$ cat config.mk
export PLATFORM = sky130hd
export DESIGN_NAME = dmem_arbiter
export DESIGN_NICKNAME = d
export VERILOG_FILES = /design/src/rtl/dmem_arbiter_pkg.sv /design/src/rtl/dmem_arbiter_arb_wait_counter.sv /design/src/rtl/dmem_arbiter.sv
export SDC_FILE = /design/constraint.sdc
export NUM_CORES = 1
export LEC_CHECK = 0
export CORE_ASPECT_RATIO = 0.8
export CORE_MARGIN = 3
export CORE_UTILIZATION = 32
export DETAILED_ROUTE_END_ITERATION = 10
export PLACE_DENSITY = 0.85
export SLEW_MARGIN = 20
export SYNTH_ARGS = -nofsm -noshare
export SYNTH_HDL_FRONTEND = slang
export SYNTH_SLANG_ARGS = --single-unit
$ cat constraint.sdc
create_clock -name clk -period 1.95 [get_ports clk]
set_input_delay 0.2925 -clock clk [delete_from_list [all_inputs] [get_ports clk]]
set_output_delay 0.2925 -clock clk [all_outputs]
set_load 0.02 [all_outputs]
$ cat src/rtl/dmem_arbiter_pkg.sv
// Shared definitions for the data-memory arbiter: FSM state encoding,
// owner codes and default widths.
package dmem_arbiter_pkg;

  localparam int AW_DEF       = 6;
  localparam int DW_DEF       = 32;
  localparam int MAX_WAIT_DEF = 4;

  typedef enum logic {
    S_CPU  = 1'b0,
    S_HALT = 1'b1
  } arb_state_t;

  typedef enum logic {
    OWN_CPU = 1'b0,
    OWN_DBG = 1'b1
  } owner_t;

  // Width needed to hold the values 0..max_val
  function automatic int cnt_width(input int max_val);
    return (max_val < 1) ? 1 : $clog2(max_val + 1);
  endfunction

endpackage

$ cat src/rtl/dmem_arbiter_arb_wait_counter.sv
// Saturating counter of consecutive cycles a debug request has been denied.
// at_max tells the arbiter the debug side must win this cycle.
module arb_wait_counter
  import dmem_arbiter_pkg::*;
#(
  parameter int MAX_WAIT = MAX_WAIT_DEF
) (
  input  logic clk,
  input  logic reset,
  input  logic inc,
  input  logic clr,
  output logic at_max
);

  localparam int CW = cnt_width(MAX_WAIT);
  localparam logic [CW-1:0] CNT_MAX = CW'(MAX_WAIT);

  logic [CW-1:0] cnt;

  // Count denied cycles, hold at the ceiling, clear on grant or withdrawal
  always_ff @(posedge clk) begin
    // NOTE: state registers use non-blocking assignments so every flop samples pre-edge values.
    if (reset || clr) begin
      cnt <= '0;
    end else if (inc && (cnt != CNT_MAX)) begin
      cnt <= cnt + 1'b1;
    end
  end

  assign at_max = (cnt == CNT_MAX);

endmodule

$ cat src/rtl/dmem_arbiter.sv
// Arbiter sharing the single-port data memory between the pipeline MEM
// stage (priority) and a debug/loader port, with a bounded wait for the
// debug side and an exclusive halt mode.
// Optional build macro: DMEM_ARB_STATS_EN adds saturating grant/stall
// statistics counters and their output ports.
module dmem_arbiter
  import dmem_arbiter_pkg::*;
#(
  parameter int AW       = AW_DEF,
  parameter int DW       = DW_DEF,
  parameter int MAX_WAIT = MAX_WAIT_DEF
) (
  input  logic          clk,
  input  logic          reset,
  input  logic          cpu_req,
  input  logic          cpu_we,
  input  logic [AW-1:0] cpu_addr,
  input  logic [DW-1:0] cpu_wdata,
  output logic [DW-1:0] cpu_rdata,
  output logic          cpu_stall,
  input  logic          dbg_req,
  input  logic          dbg_we,
  input  logic [AW-1:0] dbg_addr,
  input  logic [DW-1:0] dbg_wdata,
  output logic          dbg_gnt,
  output logic [DW-1:0] dbg_rdata,
  output logic          dbg_rvalid,
  input  logic          dbg_halt_req,
  output logic          dbg_halted,
  output logic [AW-1:0] mem_a,
  output logic [DW-1:0] mem_d,
  output logic          mem_we,
  input  logic [DW-1:0] mem_spo
`ifdef DMEM_ARB_STATS_EN
  ,
  output logic [15:0]   stat_dbg_grants,
  output logic [15:0]   stat_cpu_stalls
`endif
);

  arb_state_t state;
  owner_t     owner;
  logic       wait_at_max;
  logic       dbg_sel;

  // Halt FSM; dbg_halted is registered alongside the state it mirrors
  always_ff @(posedge clk) begin
    if (reset) begin
      state      <= S_CPU;
      dbg_halted <= 1'b0;
    end else begin
      case (state)
        S_CPU: begin
          if (dbg_halt_req) begin
            state      <= S_HALT;
            dbg_halted <= 1'b1;
          end
        end
        S_HALT: begin
          if (!dbg_halt_req) begin
            state      <= S_CPU;
            dbg_halted <= 1'b0;
          end
        end
        default: begin
          state      <= S_CPU;
          dbg_halted <= 1'b0;
        end
      endcase
    end
  end

  // Owner selection: halt hands everything to debug; otherwise the CPU wins
  // unless it is idle or the debug side has waited its maximum
  always_comb begin
    // NOTE: default first so every path assigns owner and no latch is inferred.
    owner = OWN_CPU;
    if (state == S_HALT) begin
      owner = OWN_DBG;
    end else if (dbg_req && (!cpu_req || wait_at_max)) begin
      owner = OWN_DBG;
    end
  end

  // The debug side only drives the memory when it owns it and is asking
  assign dbg_sel   = (owner == OWN_DBG) && dbg_req;
  assign dbg_gnt   = dbg_sel;
  assign cpu_stall = cpu_req && (owner == OWN_DBG);

  assign mem_a  = dbg_sel ? dbg_addr  : cpu_addr;
  assign mem_d  = dbg_sel ? dbg_wdata : cpu_wdata;
  assign mem_we = !reset && (dbg_sel ? dbg_we : (cpu_req && cpu_we && (owner == OWN_CPU)));

  assign cpu_rdata = mem_spo;

  arb_wait_counter #(
    .MAX_WAIT (MAX_WAIT)
  ) u_wait (
    .clk    (clk),
    .reset  (reset),
    .inc    (dbg_req && !dbg_gnt),
    .clr    (dbg_gnt || !dbg_req),
    .at_max (wait_at_max)
  );

  // Capture debug read data one cycle after the grant; hold it otherwise
  always_ff @(posedge clk) begin
    if (reset) begin
      dbg_rvalid <= 1'b0;
      dbg_rdata  <= '0;
    end else begin
      dbg_rvalid <= dbg_gnt && !dbg_we;
      if (dbg_gnt && !dbg_we) begin
        dbg_rdata <= mem_spo;
      end
    end
  end

`ifdef DMEM_ARB_STATS_EN
  // Saturating usage statistics
  always_ff @(posedge clk) begin
    if (reset) begin
      stat_dbg_grants <= '0;
      stat_cpu_stalls <= '0;
    end else begin
      if (dbg_gnt && (stat_dbg_grants != 16'hFFFF)) begin
        stat_dbg_grants <= stat_dbg_grants + 16'd1;
      end
      if (cpu_stall && (stat_cpu_stalls != 16'hFFFF)) begin
        stat_cpu_stalls <= stat_cpu_stalls + 16'd1;
      end
    end
  end
`endif

endmodule

==> impl_metrics.py <==
metrics = {
    "cells_and_area": {
        "final_area_sq_um": 5090,
        "seq_area_sq_um": 763,
        "antennaDiodeCount": 0,
        "finalNonFillerCells": 562,
        "multi_input_area_sq_um": 1490,
        "final_nets": 573,
        "final_common_cell": "clkdlybuf4s50_1",
        "finish.utilization": 0.683,
        "drive_above_1_share": 0.260,
        "filler_cell_count": 564,
        "syn2layout_area_growth_pct": 106,
        "mostFrequentLayoutCells": "clkdlybuf4s50_1 (180), nand2b_1 (66), buf_6 (43), mux2_4 (36), dfxtp_1 (36)",
    },
    "worst_setup_path": {
        "cp.depth": 8,
        "r2r_cells": 7,
        "cp-startpoint": "u_wait.cnt[0]",
        "crit_buf_inv": 4,
        "r2r_end": "dbg_rdata[14]",
        "crit_arrival_ps": 1960,
        "crit_path_max_fanout": 5,
        "path_cells": "inv_2, ha_4, and2_4, o21ai_4, buf_6, clkbuf_16, mux2_4, buf_6",
        "cpMaxStageDelayCell": "dfxtp_2",
        "worstReg2RegStart": "u_wait.cnt[0]",
        "start_kind": "register",
        "critical_path.endpoint": "mem_d[20]",
        "ff2ff_setup_slack_ps": 520,
        "cpMostUsedCell": "buf_6",
        "path_delay_family": "buffers and inverters",
        "end_kind": "primary output",
        "slowest_delay_ps": 340,
        "crit_type": "register to primary output",
        "required_ps": 1660,
    },
    "timing": {
        "finalSetupViolations": 38,
        "slew_viol_final": 0,
        "min_period_ps": 2250,
        "finalWorstSetupSlack_ps": -303,
        "fin_skew_ps": 2.68,
        "fmax_mhz": 444,
        "fin_crit_sh": 1.16,
        "rsz0062_at_grt": "true",
        "slew_headroom": 0.814,
        "tightestPinTransition_ps": 278,
        "final-hold-violation-count": 0,
        "hold-worst-slack_ps": 470,
        "setup_tns_ps": -9510,
    },
    "clocking": {
        "worstSkewPairLatency_ps": 280,
        "cts_buffer_depth": 2,
        "clock-sinks": 38,
        "clk_pin_slew_worst_paths_ps": 70,
        "cts_tree": "done",
        "cts_buffers": 5,
        "htree_levels": 2,
        "cts_hold_buffers": 0,
        "root_buffer": "clkbuf_8",
    },
    "routing": {
        "wl_per_cell_microns": 17.9,
        "ant_nets": 0,
        "first_iter_violations": 77,
        "drc": 0,
        "routed_wl_mm": 10.1,
        "firstDrtPassIters": 4,
        "num_vias": 2513,
        "vias_per_cell": 4.47,
    },
    "floorplanning": {
        "rows": 28,
        "die_h_microns": 84.6,
        "core_sq_um": 7460,
        "die-area_sq_um": 8820,
        "initial_core_util": 0.331,
        "io_pins": 222,
        "die_w_microns": 104,
    },
    "synth": {
        "ys_async_sr_fraction": 0,
        "synth.cell_area_sq_um": 2470,
        "synth_edf_count": 0,
        "synth_nets": 367,
        "syn_avg_cell_area_sq_um": 9.89,
        "synth_flop_cell": "dfxtp_1",
        "ys_seq_elements": 38,
        "synthCells": 250,
        "ys_seq_area_frac": 0.308,
        "synth_warnings": 0,
        "synth_cell_type_count": 25,
    },
    "power": {
        "p_leak_nw": 2.09,
        "power_mw": 2.47,
        "irDropWorstVdd_v": 0.000261,
        "power.density_nw_per_um2": 485,
    },
    "min_path": {
        "min-delay-start": "dbg_rdata[6]",
        "hold_depth": 2,
        "min_path_type": "register to register",
    },
    "run_status": {
        "failed_checks": "setup timing",
        "status": "finished with violations",
    },
    "global_routing": {
        "grt_pass1_wl_mm": 15.2,
        "antenna_found_initial": 0,
        "grt_overflow": 0,
        "grt_pass1_vias": 2797,
        "grt_max_degree": 57,
        "track_usage": 0.217,
    },
    "job": {
        "max_cap_viol_count": 0,
    },
    "placement": {
        "pre_cts_ws_ps": -590,
        "dpl_cell_area_sq_um": 4610,
        "dp_hpwl_mm": 7.09,
        "placed_cells": 542,
        "gp_congestion": 0.775,
        "numPortBuffers": 221,
    },
}
## synth_stat cells, types with 2 or more instances
library cell	number	area, sq um
nand2b_1	66	413
dfxtp_1	38	761
mux2_2	35	394
buf_4	32	240
mux2i_1	32	320
buf_6	7	78.8
clkbuf_1	7	26.3
nor2_1	5	18.8
inv_1	4	15.0
mux2_4	3	45.0
nand2_1	3	11.3
a21oi_1	2	10.0
ha_1	2	25.0
nand3_1	2	10.0
nor3_1	2	10.0
## how the worst min path moves through the flow
stage          slack [ps]            end
2_1_floorplan         370     dbg_rvalid
3_3_place_gp          460   dbg_rdata[5]
3_5_place_dp          460   dbg_rdata[8]
4_1_cts               480  dbg_rdata[23]
5_1_grt               490  dbg_rdata[21]
6_report              470   dbg_rdata[6]
## final cells by class
type | count | area share
multi-input cells | 162 | 0.292
clock inverters | 1 | 0.000982
inverters | 4 | 0.00295
well taps | 105 | 0.0258
repair buffers | 245 | 0.512
clock buffers | 7 | 0.0169
flip-flops and latches | 38 | 0.150
## cells by family after synthesis
family          after synthesis  synth area share
buf+inv                      50             0.146
flops                        38             0.308
mux                          70             0.307
xor+xnor                      1           0.00354
fa+ha+maj                     2            0.0101
compound gates                7            0.0253
simple gates                 82             0.200
## tightest hold or removal path: cells and delay by family, from the launching register on
kind          cells  cell delay [ps]
flops             1              310
simple gates      1               60
mux               1               60
## routing by layer
layer	global-route usage	share of wire	routed length, microns	vias up
met3	0.0446	0.048	488	14
met4	0.0616	0.019	189	0
li1	-	-	-	1206
met5	0	0	0	-
met1	0.247	0.39	3920	1202
met2	0.410	0.54	5480	91
## report_power, final
| part | total [mW] | switching (mW) | internal, mW | leakage, nW |
|---|---|---|---|---|
| clock network | 0.544 | 0.259 | 0.285 | 0.0482 |
| registers | 0.825 | 0.0169 | 0.808 | 0.311 |
| logic | 1.10 | 0.438 | 0.663 | 1.73 |
| total | 2.47 | 0.714 | 1.76 | 2.09 |
## registers in the layout, summed over array words and instances (netlist names)
register,flops
dbg_halted,1
state,1
u_wait.cnt,3
dbg_rvalid,1
dbg_rdata,32
## repair_timing
item                                    CTS  global route
gates resized for setup                 246            49
gates cloned                              4             2
endpoints found under the setup margin   41            41
pin swaps                                 2             3
setup buffers                             9             1
Power figures use the tool's default switching activity.
